## config.mk

```make
export PLATFORM = sky130hd
export DESIGN_NAME = d_pipe_reg_flat
export DESIGN_NICKNAME = d
export VERILOG_FILES = /design/src/rtl/d_pipe_reg_if.sv /design/src/rtl/d_pipe_reg.sv /design/src/flat_wrapper.sv
export SDC_FILE = /design/constraint.sdc
export NUM_CORES = 1
export LEC_CHECK = 0
export ABC_AREA = 1
export CAP_MARGIN = 0
export CELL_PAD_IN_SITES_DETAIL_PLACEMENT = 1
export CELL_PAD_IN_SITES_GLOBAL_PLACEMENT = 1
export CORE_MARGIN = 5
export CORE_UTILIZATION = 41
export DETAILED_ROUTE_END_ITERATION = 10
export PLACE_DENSITY_LB_ADDON = 0.1
export REMOVE_ABC_BUFFERS = 1
export SLEW_MARGIN = 20
export SYNTH_ARGS = -nofsm -noshare
export SYNTH_HDL_FRONTEND = slang
export SYNTH_SLANG_ARGS = --single-unit
```

## constraint.sdc

```tcl
create_clock -name clk -period 3.1 [get_ports clk]
set_input_delay 0.775 -clock clk [delete_from_list [all_inputs] [get_ports clk]]
set_output_delay 0.775 -clock clk [all_outputs]
set_load 0.005 [all_outputs]
```

## src/rtl/d_pipe_reg_if.sv

```systemverilog
// Bus bundle for d_pipe_reg: control and data going into the delay line
// and the registered last-stage view coming out of it.
//
// Qualifier semantics: d_valid marks d as meaningful on any edge where
// en=1 and flush=0. There is no ready/backpressure path. The line always
// accepts, and whatever sits in the last stage is dropped on the next
// advance. q_valid qualifies q in the same way on the output side.
interface d_pipe_reg_if #(
  parameter int WIDTH = 8,
  parameter int DEPTH = 3
);
  localparam int OCC_W = $clog2(DEPTH + 1);

  logic             en;
  logic             flush;
  logic [WIDTH-1:0] d;
  logic             d_valid;
  logic [WIDTH-1:0] q;
  logic             q_valid;
  logic [OCC_W-1:0] occupancy;

  // Producer/consumer side that drives the line and observes its output.
  modport master (
    output en, flush, d, d_valid,
    input  q, q_valid, occupancy
  );

  // The delay line itself.
  modport slave (
    input  en, flush, d, d_valid,
    output q, q_valid, occupancy
  );
endinterface

```

## src/rtl/d_pipe_reg.sv

```systemverilog
// WIDTH-bit, DEPTH-stage registered delay line with per-stage valid bits,
// global stall, synchronous flush and a registered occupancy count.
// With DEPTH=1, en=1 and flush=0 it behaves as a plain WIDTH-bit D register.
module d_pipe_reg #(
  parameter int               WIDTH        = 8,
  parameter int               DEPTH        = 3,
  parameter logic [WIDTH-1:0] RST_VAL      = '0,
  parameter bit               GATE_INVALID = 1'b0
) (
  input  logic         clk,
  input  logic         rst,
  d_pipe_reg_if.slave  bus
);
  localparam int OCC_W = $clog2(DEPTH + 1);

  logic [WIDTH-1:0] stage_q   [DEPTH];
  logic [WIDTH-1:0] stage_nxt [DEPTH];
  logic [DEPTH-1:0] vld_q;
  logic [DEPTH-1:0] vld_nxt;
  logic [OCC_W-1:0] occ_q;

  // Next contents of each stage on an advance. With gating enabled, a stage
  // that receives valid=0 loads RST_VAL so bubbles carry a known value.
  always_comb begin
    vld_nxt      = '0;
    stage_nxt[0] = (GATE_INVALID && !bus.d_valid) ? RST_VAL : bus.d;
    vld_nxt[0]   = bus.d_valid;
    for (int i = 1; i < DEPTH; i++) begin
      vld_nxt[i]   = vld_q[i-1];
      stage_nxt[i] = (GATE_INVALID && !vld_q[i-1]) ? RST_VAL : stage_q[i-1];
    end
  end

  // State update: reset and flush clear everything, enable advances, else hold.
  // Occupancy moves by the valid entering minus the valid falling off the end,
  // so it always equals the popcount of vld_q without an adder tree.
  always_ff @(posedge clk) begin
    if (rst || bus.flush) begin
      for (int i = 0; i < DEPTH; i++) begin
        stage_q[i] <= RST_VAL;
      end
      vld_q <= '0;
      occ_q <= '0;
    end else if (bus.en) begin
      for (int i = 0; i < DEPTH; i++) begin
        stage_q[i] <= stage_nxt[i];
      end
      vld_q <= vld_nxt;
      occ_q <= occ_q + OCC_W'(bus.d_valid) - OCC_W'(vld_q[DEPTH-1]);
    end
  end

  assign bus.q         = stage_q[DEPTH-1];
  assign bus.q_valid   = vld_q[DEPTH-1];
  assign bus.occupancy = occ_q;

endmodule
```

## src/flat_wrapper.sv

```systemverilog
// flat-port wrapper written by rule: the top's interface ports become plain ports
module d_pipe_reg_flat 
#(
  parameter int               WIDTH        = 8,
  parameter int               DEPTH        = 3,
  parameter logic [WIDTH-1:0] RST_VAL      = '0,
  parameter bit               GATE_INVALID = 1'b0
)
  (clk, rst, bus_en, bus_flush, bus_d, bus_d_valid, bus_q, bus_q_valid, bus_occupancy);
  d_pipe_reg_if #(.WIDTH(WIDTH), .DEPTH(DEPTH)) bus_i ();
  input  logic clk;
  input  logic rst;
  input wire logic [$bits(bus_i.en)-1:0] bus_en;
  input wire logic [$bits(bus_i.flush)-1:0] bus_flush;
  input wire logic [$bits(bus_i.d)-1:0] bus_d;
  input wire logic [$bits(bus_i.d_valid)-1:0] bus_d_valid;
  output wire logic [$bits(bus_i.q)-1:0] bus_q;
  output wire logic [$bits(bus_i.q_valid)-1:0] bus_q_valid;
  output wire logic [$bits(bus_i.occupancy)-1:0] bus_occupancy;
  assign bus_i.en = bus_en;
  assign bus_i.flush = bus_flush;
  assign bus_i.d = bus_d;
  assign bus_i.d_valid = bus_d_valid;
  assign bus_q = bus_i.q;
  assign bus_q_valid = bus_i.q_valid;
  assign bus_occupancy = bus_i.occupancy;
  d_pipe_reg #(.WIDTH(WIDTH), .DEPTH(DEPTH), .RST_VAL(RST_VAL), .GATE_INVALID(GATE_INVALID)) u_core (.clk(clk), .rst(rst), .bus(bus_i));
endmodule
```

==> impl_metrics.env <==
export IMPL_outcome="completed"
export IMPL_slowest_delay_ns=0.52
export IMPL_cts_buffers=5
export IMPL_clock_sinks=29
export IMPL_setup_slack_ns=1.12
export IMPL_vias=763
export IMPL_path_cells="clkdlybuf4s50_1"
export IMPL_insertion_delay_ns=0.32
export IMPL_synth_distinct_cells=13
export IMPL_row_count=19
export IMPL_cp_arrival_ns=1.20
export IMPL_postCtsSetupRepairBufs=0
export IMPL_fillers=324
export IMPL_htreeDepth=2
export IMPL_rsz0062_at_grt="false"
export IMPL_gr_total_overflow=0
export IMPL_ir_drop_v=0.000366
export IMPL_fp_dieW_um=63.5
export IMPL_finalClockSkew_ns=0.00709
export IMPL_synth_mux_area_fraction=0
export IMPL_highest_layer="met4"
export IMPL_drt_total_wl_mm=2.00
export IMPL_synth_xor_area_frac=0
export IMPL_holdBufCountCts=0
export IMPL_p_clk_frac=0.291
export IMPL_cts_resized=0
export IMPL_drt_iter0_drc=5
export IMPL_synthToLayoutAreaGrowth_pct=25.9
export IMPL_wl_per_cell_um=11.9
export IMPL_fin_crit_sh=0.637
export IMPL_setup_violations=0
export IMPL_cts_tree="done"
export IMPL_ys_seq_area_frac=0.699
export IMPL_yosysWarnings=0
export IMPL_drive_above_1_share=0.0657
export IMPL_cts_clk_slew_worst_paths_ns=0.08
export IMPL_synth_top_family_by_area="simple AND/OR/NAND/NOR gates"
export IMPL_nNetsFinal=151
export IMPL_clockBufferDepth=2
export IMPL_r2r_start="u_core.bus.occupancy[0]"
export IMPL_cts_root_buf="clkbuf_4"
export IMPL_final_min_clock_period_ns=1.98
export IMPL_comb_power_share=0.076
export IMPL_p_seq_frac=0.633
export IMPL_intPower_mw=0.547
export IMPL_switchingPower_mw=0.151
export IMPL_grt_pass1_vias=788
export IMPL_vias_per_cell=4.54
export IMPL_initial_utilization=0.426
export IMPL_synth_adder_area_share=0.0213
export IMPL_grt_max_degree=28
export IMPL_synth_seq_cells=29
export IMPL_syn_inst=107
export IMPL_dp_hpwl_mm=1.45
export IMPL_holdCritStartpoint="u_core.vld_q[0]"
export IMPL_path_class="register to output port"
export IMPL_first_pass_iters=2
export IMPL_min_path_type="register to register"
export IMPL_maxClockFrequency_mhz=506
export IMPL_syn_area_sq_mm=0.00117
export IMPL_startpoint_type="register"
export IMPL_place_ws_ns=0.867
export IMPL_p_per_area_mw_per_mm2=472
export IMPL_die_y_um=63.5
export IMPL_drc=0
export IMPL_slew_headroom=0.785
export IMPL_tightest_slew_ns=0.323
export IMPL_grt_pass1_wl_mm=3.39
export IMPL_max_cap_violations=0
export IMPL_coreArea_sq_mm=0.00276
export IMPL_p_sw_frac=0.216
export IMPL_dr_wl_met3_um=149
export IMPL_synth_compound_gate_area_share=0.0181
export IMPL_syn_area_per_cell_sq_um=11.0
export IMPL_worstPathRequired_ns=2.32
export IMPL_die_area_sq_mm=0.00403
export IMPL_critPathBufInv=1
export IMPL_dr_wl_met2_mm=1.01
export IMPL_worstSetupStartpoint="u_core.vld_q[2]"
export IMPL_n_antenna_cell=0
export IMPL_crit_fanout=3
export IMPL_synthSimpleGateAreaFrac=0.143
export IMPL_slew_violations=0
export IMPL_hold_violations=0
export IMPL_cp_slowest_cell="clkdlybuf4s50_1"
export IMPL_grt_total_usage=0.112
export IMPL_wl_met1_um=801
export IMPL_path_delay_family="buffers and inverters"
export IMPL_antenna_found_initial=0
export IMPL_final_setup_tns_ns=0
export IMPL_io_buffers=23
export IMPL_cp_end_kind="output port"
export IMPL_gp_congestion=0.651
export IMPL_ios=24
export IMPL_p_leak_nw=0.614
export IMPL_drtAntennaViolNets=0
## routing by layer
layer,GRT usage,vias to the layer above
li1,-,386
met1,0.103,351
met2,0.197,20
met3,0.0586,6
met4,0.0545,0
met5,0,-
## cells in the final DEF (no fill, tap or decap)
cell | synthesis | routed
ha_1 | 2 | 2
clkinv_2 | 0 | 1
clkinv_1 | 0 | 2
nor2_4 | 1 | 1
nand3_1 | 3 | 3
o21ai_0 | 3 | 3
nor2_1 | 28 | 28
nand2_1 | 5 | 5
buf_4 | 0 | 1
dfxtp_1 | 5 | 5
clkbuf_4 | 0 | 5
inv_1 | 31 | 31
clkdlybuf4s50_1 | 0 | 23
nand2_4 | 1 | 1
edfxtp_1 | 24 | 24
o22ai_1 | 1 | 1
nand4_1 | 1 | 1
## cell usage after synthesis
library cell,n,area share
nand3_1,3,0.013
nand4_1,1,0.0053
buf_6,2,0.019
nor2_1,28,0.090
nand2_1,5,0.016
edfxtp_1,24,0.61
ha_1,2,0.021
o21ai_0,3,0.013
nor2_4,1,0.0096
o22ai_1,1,0.0053
dfxtp_1,5,0.085
nand2_4,1,0.0096
inv_1,31,0.099
## kinds of logic (layout without fill, tap and decap cells)
kind of cell | count (synthesis) | after routing
buffers and inverters | 33 | 63
AOI/OAI and AO/OA | 4 | 4
and+or+nand+nor | 39 | 39
adders and majority gates | 2 | 2
DFF | 29 | 29
## path summary, 6_finish.rpt
kind	endpoint	slack [ns]	cells past startpoint
setup / recovery	bus_q_valid	1.12	1
hold / removal	u_core.vld_q[1]	0.48	2
hold reg to reg	u_core.vld_q[1]	0.48	2
setup reg to reg	u_core.bus.occupancy[1]	1.74	9
## power groups by stage
stage / logic (mW) / registers, mW / clock network (mW)
2_1_floorplan: 0.0195 / 0.450 / 0
3_3_place_gp: 0.0516 / 0.449 / 0
3_5_place_dp: 0.0544 / 0.451 / 0
4_1_cts: 0.0547 / 0.442 / 0.213
5_1_grt: 0.0585 / 0.443 / 0.237
6_report: 0.0531 / 0.441 / 0.203
## registers in the layout, summed over array words and instances, names as in the netlist
signal                flops
u_core.stage_q           24
u_core.vld_q              3
u_core.bus.occupancy      2
## final cells by class
type                    count  area [sq um]  share of cell area
inverters                  31           116              0.0787
well taps                  31          38.8              0.0262
flip-flops and latches     29           821               0.555
clock inverters             3          12.5             0.00847
repair buffers             24           238               0.161
clock buffers               5          37.5              0.0254
multi-input cells          45           214               0.145
## per-stage QoR
stage	total power [mW]	instances	utilization	hold WS (ns)	cell area, sq um
CTS	0.709	168	0.536	0.481	1480
detailed placement	0.505	160	0.518	0.471	1430
finish	0.697	168	0.536	0.476	1480
global route	0.739	168	0.536	0.497	1480
global placement	0.501	160	0.518	0.454	1430
floorplan	0.469	105	-	0.444	1150
Note: power is estimated with default switching activity, not from simulation.
